--- config.mk ---
export PLATFORM = sky130hd
export DESIGN_NAME = alu_exec_ctrl
export DESIGN_NICKNAME = d
export VERILOG_FILES = /design/src/rtl/alu_exec_ctrl.sv
export SDC_FILE = /design/constraint.sdc
export NUM_CORES = 1
export LEC_CHECK = 0
export BUFFER_PORTS_ARGS = -buffer_cell sky130_fd_sc_hd__buf_2
export CAP_MARGIN = 20
export CORE_MARGIN = 2
export CORE_UTILIZATION = 45
export DETAILED_ROUTE_END_ITERATION = 12
export PLACE_DENSITY = 0.7
export SYNTH_ARGS = -nofsm -noshare
export SYNTH_HDL_FRONTEND = slang
export SYNTH_SLANG_ARGS = --single-unit
--- constraint.sdc ---
create_clock -name clk -period 2.4 [get_ports clk]
set_input_delay 0.24 -clock clk [delete_from_list [all_inputs] [get_ports clk]]
set_output_delay 0.24 -clock clk [all_outputs]
set_load 0.01 [all_outputs]
--- src/rtl/alu_exec_ctrl.sv ---
// alu_exec_ctrl: sequencing stage around the 8-bit combinational ALU.
// It accepts one operation per input handshake and reads operands from a
// 4 x 8 register file, with an optional immediate for B. It captures the ALU
// result and flags one cycle later and reports completion over an output
// handshake.
module alu_exec_ctrl #(
    parameter int NREGS = 4,
    parameter int DW    = 8
) (
    input  logic          clk,
    input  logic          rst_n,
    input  logic          in_valid,
    output logic          in_ready,
    input  logic [3:0]    in_op,
    input  logic [1:0]    in_rd,
    input  logic [1:0]    in_rs1,
    input  logic [1:0]    in_rs2,
    input  logic          in_imm_en,
    input  logic [DW-1:0] in_imm,
    output logic [DW-1:0] alu_a,
    output logic [DW-1:0] alu_b,
    output logic [3:0]    alu_op,
    input  logic [DW-1:0] alu_result,
    input  logic          alu_zero,
    input  logic          alu_negative,
    input  logic          alu_overflow,
    output logic          out_valid,
    input  logic          out_ready,
    output logic [DW-1:0] out_result,
    output logic [1:0]    out_rd,
    output logic          out_err,
    output logic          flag_z,
    output logic          flag_n,
    output logic          flag_v,
    input  logic [1:0]    dbg_addr,
    output logic [DW-1:0] dbg_data
);

    typedef enum logic [1:0] {
        IDLE = 2'd0,
        EXEC = 2'd1,
        DONE = 2'd2
    } state_t;

    state_t        state_q;
    state_t        state_d;

    logic [DW-1:0] regs [NREGS];
    logic [1:0]    rd_q;

    logic          accept;
    logic          in_exec;
    logic          op_reserved;
    logic          wr_en;

    // Opcodes 3, 4, E and F have no ALU function assigned.
    function automatic logic is_reserved(input logic [3:0] op);
        logic r;
        case (op)
            4'h3, 4'h4, 4'hE, 4'hF: r = 1'b1;
            default:                r = 1'b0;
        endcase
        return r;
    endfunction

    assign accept      = in_valid & in_ready;
    assign in_exec     = (state_q == EXEC);
    assign op_reserved = is_reserved(alu_op);
    assign wr_en       = in_exec & ~op_reserved;
    assign dbg_data    = regs[dbg_addr];

    // State register.
    always_ff @(posedge clk or negedge rst_n) begin
        if (!rst_n) begin
            state_q <= IDLE;
        end else begin
            state_q <= state_d;
        end
    end

    // Next-state logic and handshake outputs.
    always_comb begin
        state_d   = state_q;
        in_ready  = 1'b0;
        out_valid = 1'b0;
        case (state_q)
            IDLE: begin
                in_ready = 1'b1;
                if (in_valid) begin
                    state_d = EXEC;
                end
            end
            EXEC: begin
                state_d = DONE;
            end
            DONE: begin
                out_valid = 1'b1;
                if (out_ready) begin
                    state_d = IDLE;
                end
            end
            default: begin
                state_d = IDLE;
            end
        endcase
    end

    // Operand latch. Operands are sampled only at acceptance, so they hold
    // their values at all other times.
    always_ff @(posedge clk or negedge rst_n) begin
        if (!rst_n) begin
            alu_a  <= '0;
            alu_b  <= '0;
            alu_op <= '0;
            rd_q   <= '0;
        end else if (accept) begin
            alu_a  <= regs[in_rs1];
            alu_b  <= in_imm_en ? in_imm : regs[in_rs2];
            alu_op <= in_op;
            rd_q   <= in_rd;
        end
    end

    // Completion capture at the end of EXEC. It holds through DONE.
    always_ff @(posedge clk or negedge rst_n) begin
        if (!rst_n) begin
            out_result <= '0;
            out_rd     <= '0;
            out_err    <= 1'b0;
        end else if (in_exec) begin
            out_result <= alu_result;
            out_rd     <= rd_q;
            out_err    <= op_reserved;
        end
    end

    // Flag register. It updates only for valid opcodes.
    always_ff @(posedge clk or negedge rst_n) begin
        if (!rst_n) begin
            flag_z <= 1'b0;
            flag_n <= 1'b0;
            flag_v <= 1'b0;
        end else if (wr_en) begin
            flag_z <= alu_zero;
            flag_n <= alu_negative;
            flag_v <= alu_overflow;
        end
    end

    // Register file write port. reg[0] is an ordinary register.
    always_ff @(posedge clk or negedge rst_n) begin
        if (!rst_n) begin
            for (int unsigned i = 0; i < NREGS; i++) begin
                regs[i] <= '0;
            end
        end else if (wr_en) begin
            regs[rd_q] <= alu_result;
        end
    end

endmodule

# [After elaboration in Yosys (flattened, before gate mapping)]
# Index checks and enable logic that the tools add are counted.
[word_totals] ff_bits=70 in_bits=36 out_inout_bits=44 elab_cells=58
[op_classes] magnitude_cmp=5 n_eq_ne=8 n_mux=19 n_bitwise=7 n_reduce_logical=4
[ops] cell="two-way mux 8 bit" count=8
[ops] cell="binary-select mux 8 bit (select 2 bit)" count=3
[ops] cell="bitwise mux 32 bit" count=1
[ops] cell="demux 8 bit (select 2 bit)" count=1
[ops] cell="greater-or-equal comparator 3 bit (second input constant)" count=4
[ops] cell="inverter 2 -> 3 bit" count=4
[ops] cell="== test 4 bit (second input constant)" count=2
[ops] cell="one-hot mux 2 bit (3 select lines)" count=1
[ops] cell="== test 4 x 2 -> 1 bit (second input constant)" count=1
[ops] cell="== test 4 x 3 -> 1 bit (second input constant)" count=1
[ops] cell="two-way mux 2 bit" count=2
[ops] cell="!= test 2 bit (second input constant)" count=2
[ops] cell="OR reduction 4 bit" count=1
[ops] cell="< comparator 3 x 1 -> 1 bit (second input constant)" count=1
[ops] cell="two-way mux 1 bit" count=3
[ops] cell="bitwise AND 1 bit" count=2
[ops] cell="== test 2 x 1 -> 1 bit (second input constant)" count=1
[ops] cell="== test 2 bit (second input constant)" count=1
[ops] cell="zero test 2 bit" count=1
[ops] cell="AND reduction 2 bit" count=1
[ops] cell="logical AND 1 bit" count=1
[ops] cell="inverter 1 bit" count=1

# [Longest topological paths before layout]
# Gate-level depths: netlist of run 1.
[depth] depth_word=6 mapped_depth=6 mapped_depth_nobuf=4

# [Worst setup path before layout of run 1]
# Ideal clock, no wire load.
[synth_timing] kind="flip-flop to flip-flop" startpoint="register alu_op[2]" endpoint="register regs[16] in the netlist's numbering" setup_time_ps=125 t_arrival_ps=1695 t_required_ps=2275 slack_ps=580 stages_incl_launch_ff=5 n_path_buf=0 synth_period_minus_slack_ps=1820 cell_sequence="dfrtp_1 -> nor4b_2 -> a31o_4 -> nor4b_4 -> mux2_2"
[synth_between] elab_chain_len=5
[synth_lines] item="start, declared" line="22" rtl="output logic [3:0] alu_op,"
[synth_lines] item="start signal, assigned" line="119" rtl="alu_op <= in_op;"
[synth_lines] item="== test 4 x 2 -> 1 bit (tied with other cells)" line="59" rtl="case (op)"
[synth_lines] item="OR reduction 4 bit (*)" line="59"
[synth_lines] item="two-way mux 1 bit (*)" line="59"
[synth_lines] item="inverter 1 bit (*)" line="69" rtl="assign wr_en = in_exec & ~op_reserved;"
[synth_lines] item="bitwise AND 1 bit (*)" line="69"
[synth_lines] item="end signal, assigned by index" line="157" rtl="regs[rd_q] <= alu_result;"
[synth_lines] item="end, declared" line="48" rtl="logic [DW-1:0] regs [NREGS];"
# Every way passes the cells marked *; elsewhere a longest branch is shown, timed or not.
# A chain may end at the register's enable or synchronous reset.

# [Worst setup path after layout of run 1]
[layout_timing] startpoint="register state_q[1]" endpoint="register regs[11] in the netlist's numbering"
[layout_between] elab_chain_len=2
[layout_lines] item="start, declared" line="45" rtl="state_t state_q;"
[layout_lines] item="start signal, assigned" line="77" rtl="state_q <= state_d;"
[layout_lines] item="== test 2 x 1 -> 1 bit" line="67" rtl="assign in_exec = (state_q == EXEC);"
[layout_lines] item="bitwise AND 1 bit" line="69"
# No other way between the ends.

==> results of run 1 <==
worst max-delay path by stage:
stage / start / to / depth (start not counted)
after global routing: state_q[1] / regs[10] / 4
after detailed placement: state_q[1] / regs[12] / 4
after floorplan: alu_op[2] / regs[16] / 4
after global placement: state_q[1] / regs[12] / 4
final: state_q[1] / regs[11] / 4
after CTS: state_q[1] / regs[10] / 4
stage by stage:
step	instances	cell area, µm²	hold slack [ps]
after floorplan	231	3350	-55.6
after global placement	398	3850	294
after detailed placement	398	3850	292
after CTS	415	4100	87.0
after global routing	415	4100	109
final	415	4100	91.4
timing repair:
item / CTS / global route
setup endpoints to repair: 0 / 0
gates resized for setup: 0 / 0
hold buffers: 1 / 0
hold endpoints to repair: 70 / 0
cell type report:
class | count | area, µm²
clock buffer | 11 | 151
clock inverter | 5 | 81.3
fill | 607 | 3160
inverter | 1 | 3.75
multi-input combinational | 145 | 1540
sequential | 70 | 1750
tap | 99 | 124
timing repair buffer | 84 | 448
report_power, final:
part           internal, µW  switching, µW
combinational          1190            927
sequential             1770            490
clock                   642            451
total                  3610           1870
per-layer routing:
| metal | vias to the layer above | wire length, µm | global-route usage | part of all wire |
|---|---|---|---|---|
| met4 | 0 | 182 | 0.0949 | 0.025 |
| met2 | 66 | 3570 | 0.296 | 0.49 |
| met3 | 16 | 300 | 0.0259 | 0.041 |
| met1 | 1161 | 3280 | 0.278 | 0.45 |
| met5 | - | 0 | 0 | 0 |
| li1 | 1014 | - | - | - |
layout by cell type (no fill, tap or decap), drive strengths merged, types with 2 or more instances in the layout:
cell type	Yosys	layout
dfrtp	70	70
clkinv	0	2
and2	2	2
nor2	9	9
bufinv	0	2
buf	9	83
mux2i	8	8
mux2	49	49
nor4b	3	3
nand2b	2	2
a21oi	8	8
mux4	24	24
nand2	32	32
clkbuf	6	11
registers in the layout (all words and copies together) (netlist names):
signal and cells:
out_err 1, out_result 8, rd_q 2, flag_n 1
regs 32, alu_a 8, alu_b 8, state_q 2
flag_v 1, out_rd 2, alu_op 4, flag_z 1
cells by family after synthesis:
group	count (synthesis)	share of synthesized area
DFF	70	0.522
and+or+nand+nor	52	0.0858
buffers and inverters	16	0.0194
muxes	81	0.350
AOI/OAI and AO/OA	12	0.0228
==> run metrics, run 1 <==
Worst R2R Start=state_q[1]; critical path, cell by cell=and2b_1 > nand2_1 > nor4b_4 > mux2_2; list of most frequent post-synthesis cells=dfrtp_1 (70), mux2_2 (48), nand2_1 (32), mux4_2 (24), nor2_1 (9); Least-Margin Pin Slew=582 ps; clk sinks=70; reg2reg end=regs[11]; final cycle utilization of the critical path=0.832; Finished Core Util=0.565; Worst Path Max Fanout=8; Yosys warnings=0; post-place setup slack=382 ps; DRT Pass-1 Iters=4; clk_lat worst skew=350 ps; synthesized flop and latch total=70; Synth cell types=24; post-synth top area cell=dfrtp_1; pwr dens=1340 nW/µm²; final max-slew violation count=0; most common flop cell mapped by yosys=dfrtp_1; skew final=13.5 ps; crit path time final=2000 ps; share of post-route cells with drive strength above 1=0.557; Post-Syn Area=3350 µm²; worst setup margin=402 ps; CP required=2620 ps; Post-Route WL=7330 µm; CP max stage delay=560 ps; Post-synth EDFFs=0; hold depth=2; crit path capture type=flop; Min-Delay Startpoint=out_ready; die area=8160 µm²; R2R setup slack=400 ps; CTS root buf=clkbuf_8; Hold Path End=state_q[1]; Post-DRT Antenna Nets=0; register area share after synthesis=0.522; dominant cells by area after synthesis=dfrtp_1 (52%), mux2_2 (16%), mux4_2 (16%); Iter 0 DRT Violations=155; H-tree depth=3; n_diodes=0; most common cell in the netlist=dfrtp_1; Final Hold Viols=0; CP max-delay cell=nor4b_4; critical path arrival=2220 ps; GRT Total Usage=0.194; wire length per cell=17.7 µm; critical path startpoint category=flop; num rows=31; largest net degree at the start of global routing=71; vias in the first global route=2353; global-route wire length before repair=12300 µm; maximum clock rate=0.501 GHz; final setup fails=0; setup repair bufs after CTS=0; Mapped Cells=231; Worst slew margin=0.611; vias=2257; Clock Tree Buf Depth=2; TNS Setup=0 ps; mean area per synthesized cell=14.5 µm²; core box area=7250 µm²; max-cap violation count=0; Worst Path Buf+Inv=0; RSZ-0062 raised after global routing=false; Buffers on Ports=79; leak pwr=0.00187 µW; DP Wirelength=5160 µm; Pwr Total=5470 µW; DRC violations left=0; CTS Buf Count=9; Net Count, Synth=267; initial antenna violation count=0; Vias per Instance=5.44; # nets final=347; Synth top area share=0.522; worst hold path class=input port to flop; IO Count=80; DIE WIDTH=90.3 µm; CTS tree=done; ys async rst share=1.00; CTS clk-pin slew, worst paths=70 ps; layout overhead on the synthesized area=22.2%; CP Class=flop to flop; Initial Util=0.462; GP Congestion=0.798; die height=90.3 µm; VDD IR max=0.000450 V; largest delay contributor family on the critical path=simple AND/OR/NAND/NOR gates; gr ovfl total=0; R2R depth=4; outcome=completed
No activity file was read; power rests on OpenSTA's default activity.
==> inputs of run 2 (changes only) <==
ABC_AREA = 1   (was default)
PLACE_DENSITY = 0.69   (was 0.7)
clock period = 2.1 ns   (was 2.4 ns; I/O delays follow)
==> run 2 against run 1 <==
Net effect: fmax is 17% higher; clock skew shrank 7.6 ps; combinational power increased by 18%; worst setup slack worse by 2.8 ps; critical path type unchanged; worst hold slack lost 43 ps; clock power is 23% higher; routed wire length increased by 29%; flip-flop and latch count is the same; global-route usage grew 2.9 points; core utilization is 1.1 points lower.
==> run metrics, run 2 <==
outcome=completed; hold depth=2 (unchanged); DRC violations left=0 (unchanged); clk sinks=70 (unchanged); Iter 0 DRT Violations=248 (+60%); # nets final=605 (+74%); DP Wirelength=6780 µm (+31%); most frequent cells in the layout=nand2_1 (205), buf_2 (79), dfrtp_1 (70); reg2reg end=flag_z; CP max-delay cell=dfrtp_1; synthesized flop and latch total=70 (unchanged); IO Count=80 (unchanged); FILL cells=769 (+27%); critical path arrival=1940 ps (-280 ps); DIE WIDTH=94.5 µm (+4.6%); clk_lat worst skew=350 ps (about the same); H-tree depth=3 (unchanged); Post-Syn Area=3680 µm² (+9.9%); R2R setup slack=400 ps (about the same); largest delay contributor family on the critical path=buffers and inverters; max reg flops=32 (unchanged); max-cap violation count=0 (unchanged); pwr dens=1500 nW/µm² (+12%); list of most frequent post-synthesis cells=nand2_1 (205), dfrtp_1 (70), nor2_1 (59), o21ai_0 (40), nand4_1 (32); Worst slew margin=0.618 (+0.00678); wire length per cell=14.0 µm (-21%); CTS resizes=0 (unchanged); CTS root buf=clkbuf_8; Synth cell types=23 (-4.2%); VDD IR max=0.000804 V (+78%); CTS Buf Count=9 (unchanged); dominant cells by area after synthesis=dfrtp_1 (48%), nand2_1 (21%), nor2_1 (6.0%); Buffers on Ports=79 (unchanged); DRT Pass-1 Iters=5 (+1); vias in the first global route=3210 (+36%); vias=3585 (+59%); post-synth top area cell=dfrtp_1; core box area=7850 µm² (+8.2%); die height=94.5 µm (+4.6%); TNS Setup=0 ps (unchanged); CTS clk-pin slew, worst paths=80 ps (about the same); final max-slew violation count=0 (unchanged); CTS tree=done; Post-Route WL=9470 µm (+29%); Initial Util=0.469 (+0.00708); leak pwr=0.00229 µW (+22%); CP dominant cell by count=nand2_1; Net Count, Synth=533 (+100%); Final Hold Viols=0 (unchanged); ys async rst share=1.00 (unchanged); worst setup margin=399 ps (-2.76 ps); most common cell after layout, fill and taps aside=nand2_1; most common flop cell mapped by yosys=dfrtp_1; skew final=5.86 ps (-7.63 ps); Worst Path Max Fanout=28 (+20); Worst R2R Start=alu_op[2]; gr ovfl total=0 (unchanged); Vias per Instance=5.30 (-2.5%); CP required=2340 ps (-280 ps); R2R depth=7 (+3); worst hold path class=input port to flop; most common cell in the netlist=nand2_1; Synth top area share=0.476 (-0.0468); die area=8930 µm² (+9.4%); maximum clock rate=0.588 GHz (+17%); post-place setup slack=428 ps (+45.8 ps); Mapped Cells=497 (+120%); n_diodes=0 (unchanged); Clock Tree Buf Depth=2 (unchanged); Post-DRT Antenna Nets=0 (unchanged); most flop-heavy register=regs; crit path time final=1700 ps (-297 ps); final cycle utilization of the critical path=0.810 (-0.0226); register area share after synthesis=0.476 (-0.0468); Post-synth EDFFs=0 (unchanged); RSZ-0062 raised after global routing=false; num rows=32 (+3.2%); critical path, cell by cell=inv_1 > nor2_1 > a21oi_4 > buf_4 > nand2_1 > nand2_1 > nand2_1; Hold Path End=state_q[1]; critical path startpoint category=flop; CP Class=flop to flop; initial antenna violation count=0 (unchanged); mean area per synthesized cell=7.41 µm² (-49%); Worst Path Buf+Inv=2 (+2); Min-Delay Startpoint=out_ready; final setup fails=0 (unchanged); share of post-route cells with drive strength above 1=0.195 (-0.362); GP Congestion=0.837 (+4.9%); Yosys warnings=0 (unchanged); CP max stage delay=410 ps (-150 ps); crit path capture type=flop; GRT Total Usage=0.223 (+0.0287); layout overhead on the synthesized area=18.0%; largest net degree at the start of global routing=54 (-24%); Least-Margin Pin Slew=573 ps (-9.06 ps); global-route wire length before repair=15800 µm (+29%)
[run 2: cell types whose count changed after synthesis, sizes merged, moves of 24 or more]
| cell | delta |
|---|---|
| nor2 | +53 |
| mux2 | -49 |
| mux4 | -24 |
| nand2 | +176 |
| nand4 | +31 |
| o21ai | +47 |
[run 2: metal layers]
layer,share of wire,vias up,GRT usage,wire length (µm)
met2,0.46,142,0.358,4320
li1,-,1763,-,-
met4,0.012,0,0.0616,112
met1,0.47,1668,0.316,4420
met5,0,-,0,0
met3,0.065,12,0.0335,620
[run 2: kinds of logic (layout without fill, tap and decap cells)]
kind of cell    Yosys count  in the layout  share of synthesized area
buf+inv                  43            120                     0.0642
flops                    70             70                      0.476
simple gates            325            325                      0.374
compound gates           59             59                     0.0866
[run 2: power by group]
group          switching (µW)  leakage, µW  internal (µW)
Clock                     548     0.000120            793
Combinational            1580      0.00132            923
Sequential                642     0.000848           2020
[run 2: how the worst max path moves through the flow]
stage	slack (ps)	end	depth (start not counted)	from
2_1_floorplan	890	regs[31]	7	alu_op[2]
5_1_grt	230	regs[4]	7	alu_op[3]
3_5_place_dp	430	flag_z	7	alu_op[2]
6_report	400	flag_z	7	alu_op[2]
4_1_cts	420	flag_z	7	alu_op[2]
3_3_place_gp	510	out_err	6	alu_op[2]
[run 2: metrics by stage]
stage | utilization | std cells | power [µW] | area, µm² | hold WS (ps)
finish | 0.554 | 676 | 6510 | 4350 | 48.8
global placement | 0.521 | 659 | 5060 | 4090 | 185
CTS | 0.554 | 676 | 6520 | 4350 | 46.6
detailed placement | 0.521 | 659 | 5170 | 4090 | 174
floorplan | - | 497 | 4320 | 3680 | -85.6
global route | 0.554 | 676 | 7060 | 4350 | 75.1
[run 2: layout make-up]
type	count	area (µm²)	share of cell area
multi-input cells	384	1700	0.390
clock buffers	9	124	0.0285
clock inverters	7	120	0.0276
inverters	19	71.3	0.0164
well taps	102	128	0.0294
flip-flops and latches	70	1750	0.403
repair buffers	85	455	0.105
[run 2: what timing repair did]
action                     CTS  global route
setup buffers                0             0
setup endpoints to repair    0             0
hold buffers                 1             0
hold endpoints to repair    17             0
==> inputs of run 3 (changes only) <==
clock period = 1.62 ns   (was 2.1 ns; I/O delays follow)
==> run 3 against run 2 <==
Net effect: fmax grew 19%; sequential share of layout area shrank 0.65 points; critical path depth is the same; final cell count grew 1.3%; clock power grew 9.7%; global-route usage grew 0.25 points; routed wire length is essentially flat; worst hold slack lost 32 ps.
==> run metrics, run 3 (synthesized netlist as in run 2, its figures left out) <==
n_diodes=0 (unchanged); gr ovfl total=0 (unchanged); # nets final=614 (+1.5%); vias=3515 (-2.0%); Post-DRT Antenna Nets=0 (unchanged); Worst Path Max Fanout=8 (-71%); die area=8930 µm² (unchanged); die height=94.5 µm (unchanged); maximum clock rate=0.698 GHz (+19%); Critical Path End=regs[17]; CP max-delay cell=dfrtp_1; core box area=7850 µm² (unchanged); Buffers on Ports=79 (unchanged); DP Wirelength=6920 µm (+2.0%); initial antenna violation count=0 (unchanged); GP Congestion=0.860 (+2.7%); most frequent cells in the layout=nand2_1 (205), buf_2 (79), dfrtp_1 (70); crit path capture type=flop; IO Count=80 (unchanged); leak pwr=0.00232 µW (+1.6%); CTS clk-pin slew, worst paths=80 ps (about the same); H-tree depth=3 (unchanged); worst hold path class=input port to flop; Worst R2R Start=alu_op[2]; num rows=32 (unchanged); wire length per cell=13.8 µm (-1.3%); CP Class=flop to flop; most flop-heavy register=regs; critical path arrival=1670 ps (-270 ps); VDD IR max=0.00110 V (+37%); max reg flops=32 (unchanged); most common cell after layout, fill and taps aside=nand2_1; final cycle utilization of the critical path=0.885 (+0.0751); Worst slew margin=0.665 (+0.0477); DRC violations left=0 (unchanged); RSZ-0062 raised after global routing=false; Vias per Instance=5.13 (-3.2%); CP required=1850 ps (-490 ps); critical path startpoint category=flop; reg2reg end=regs[17]; CP Launch Point=alu_op[2]; TNS Setup=0 ps (unchanged); DIE WIDTH=94.5 µm (unchanged); CP dominant cell by count=nand2_1; global-route wire length before repair=15800 µm (+0.18%); CTS Buf Count=9 (unchanged); final max-slew violation count=0 (unchanged); setup repair bufs after CTS=0 (unchanged); clk_lat worst skew=350 ps (about the same); final setup fails=0 (unchanged); WHS=17.0 ps (-31.8 ps); skew final=9.90 ps (+4.04 ps); critical path, cell by cell=inv_1 > nor2_1 > a21oi_4 > buf_4 > nand3_2 > nand2_1 > nand2_1; Pwr Total=8300 µW (+27%); CTS resizes=0 (unchanged); vias in the first global route=3214 (+0.12%); crit path time final=1430 ps (-267 ps); share of post-route cells with drive strength above 1=0.204 (+0.00899); R2R depth=7 (unchanged); largest net degree at the start of global routing=34 (-37%); Initial Util=0.469 (unchanged); max-cap violation count=0 (unchanged); CTS tree=done; DRT Pass-1 Iters=4 (-1); Clock Tree Buf Depth=2 (unchanged); Iter 0 DRT Violations=203 (-18%); CP max stage delay=400 ps (about the same); outcome=completed; Post-CTS Hold Buffers=3 (+2); layout overhead on the synthesized area=19.9%; R2R setup slack=190 ps (-210 ps); GRT Total Usage=0.225 (+0.00250); Post-Route WL=9470 µm (about the same); CTS root buf=clkbuf_8; Final Hold Viols=0 (unchanged); clk sinks=70 (unchanged); pwr dens=1880 nW/µm² (+25%); Least-Margin Pin Slew=502 ps (-70.9 ps)
==> run 3: cell count changes in the layout (fill, tap and decap cells not counted), sizes merged <==
cell,change
clkbuf,+1
clkinv,-1
dlygate4sd3,+2
clkinvlp,+1
buf,+7
inv,+1
bufinv,-2
==> run 3: power breakdown <==
| group | total, µW | leakage [µW] | internal (µW) | switching (µW) |
|---|---|---|---|---|
| logic | 3400 | 0.00138 | 1320 | 2080 |
| clock network | 1470 | 0.0000993 | 761 | 705 |
| registers | 3430 | 0.000848 | 2620 | 813 |
==> run 3: final cells by class <==
class	instances	area (µm²)
flip-flops and latches	70	1750
well taps	102	128
repair buffers	94	566
clock buffers	10	138
fillers	771	3430
inverters	19	71.3
clock inverters	6	67.6
multi-input cells	384	1700
==> run 3: worst min path at each step <==
stage,start,to,slack [ps],cells past startpoint
after floorplan,rst_n,alu_a[0],-130,0
after global placement,rst_n,alu_a[6],170,1
after detailed placement,rst_n,alu_b[6],160,1
after CTS,in_op[0],alu_op[0],9,3
after global routing,in_rd[0],rd_q[0],20,3
final,in_rd[0],rd_q[0],20,3
==> run 3: per-layer routing <==
metal	up-vias	share of wire	global-route usage
li1	1776	-	-
met1	1623	0.47	0.321
met2	106	0.46	0.357
met3	10	0.055	0.0335
met4	0	0.012	0.0713
met5	-	0	0
==> run 3: per-stage QoR <==
stage                     instance area, µm²   util  setup slack, ps  cells
after global routing                    4420  0.563             75.8    685
after floorplan                         3680      -              407    497
final                                   4420  0.563              186    685
after global placement                  4180  0.533              289    666
after CTS                               4420  0.563              188    685
after detailed placement                4180  0.533              215    666
==> run 3: worst max-delay path: cells and delay by family (launching register included) <==
family	cells	cell delay, ps
AOI/OAI and AO/OA	1	210
and+or+nand+nor	4	420
DFF	1	400
buffers and inverters	2	290
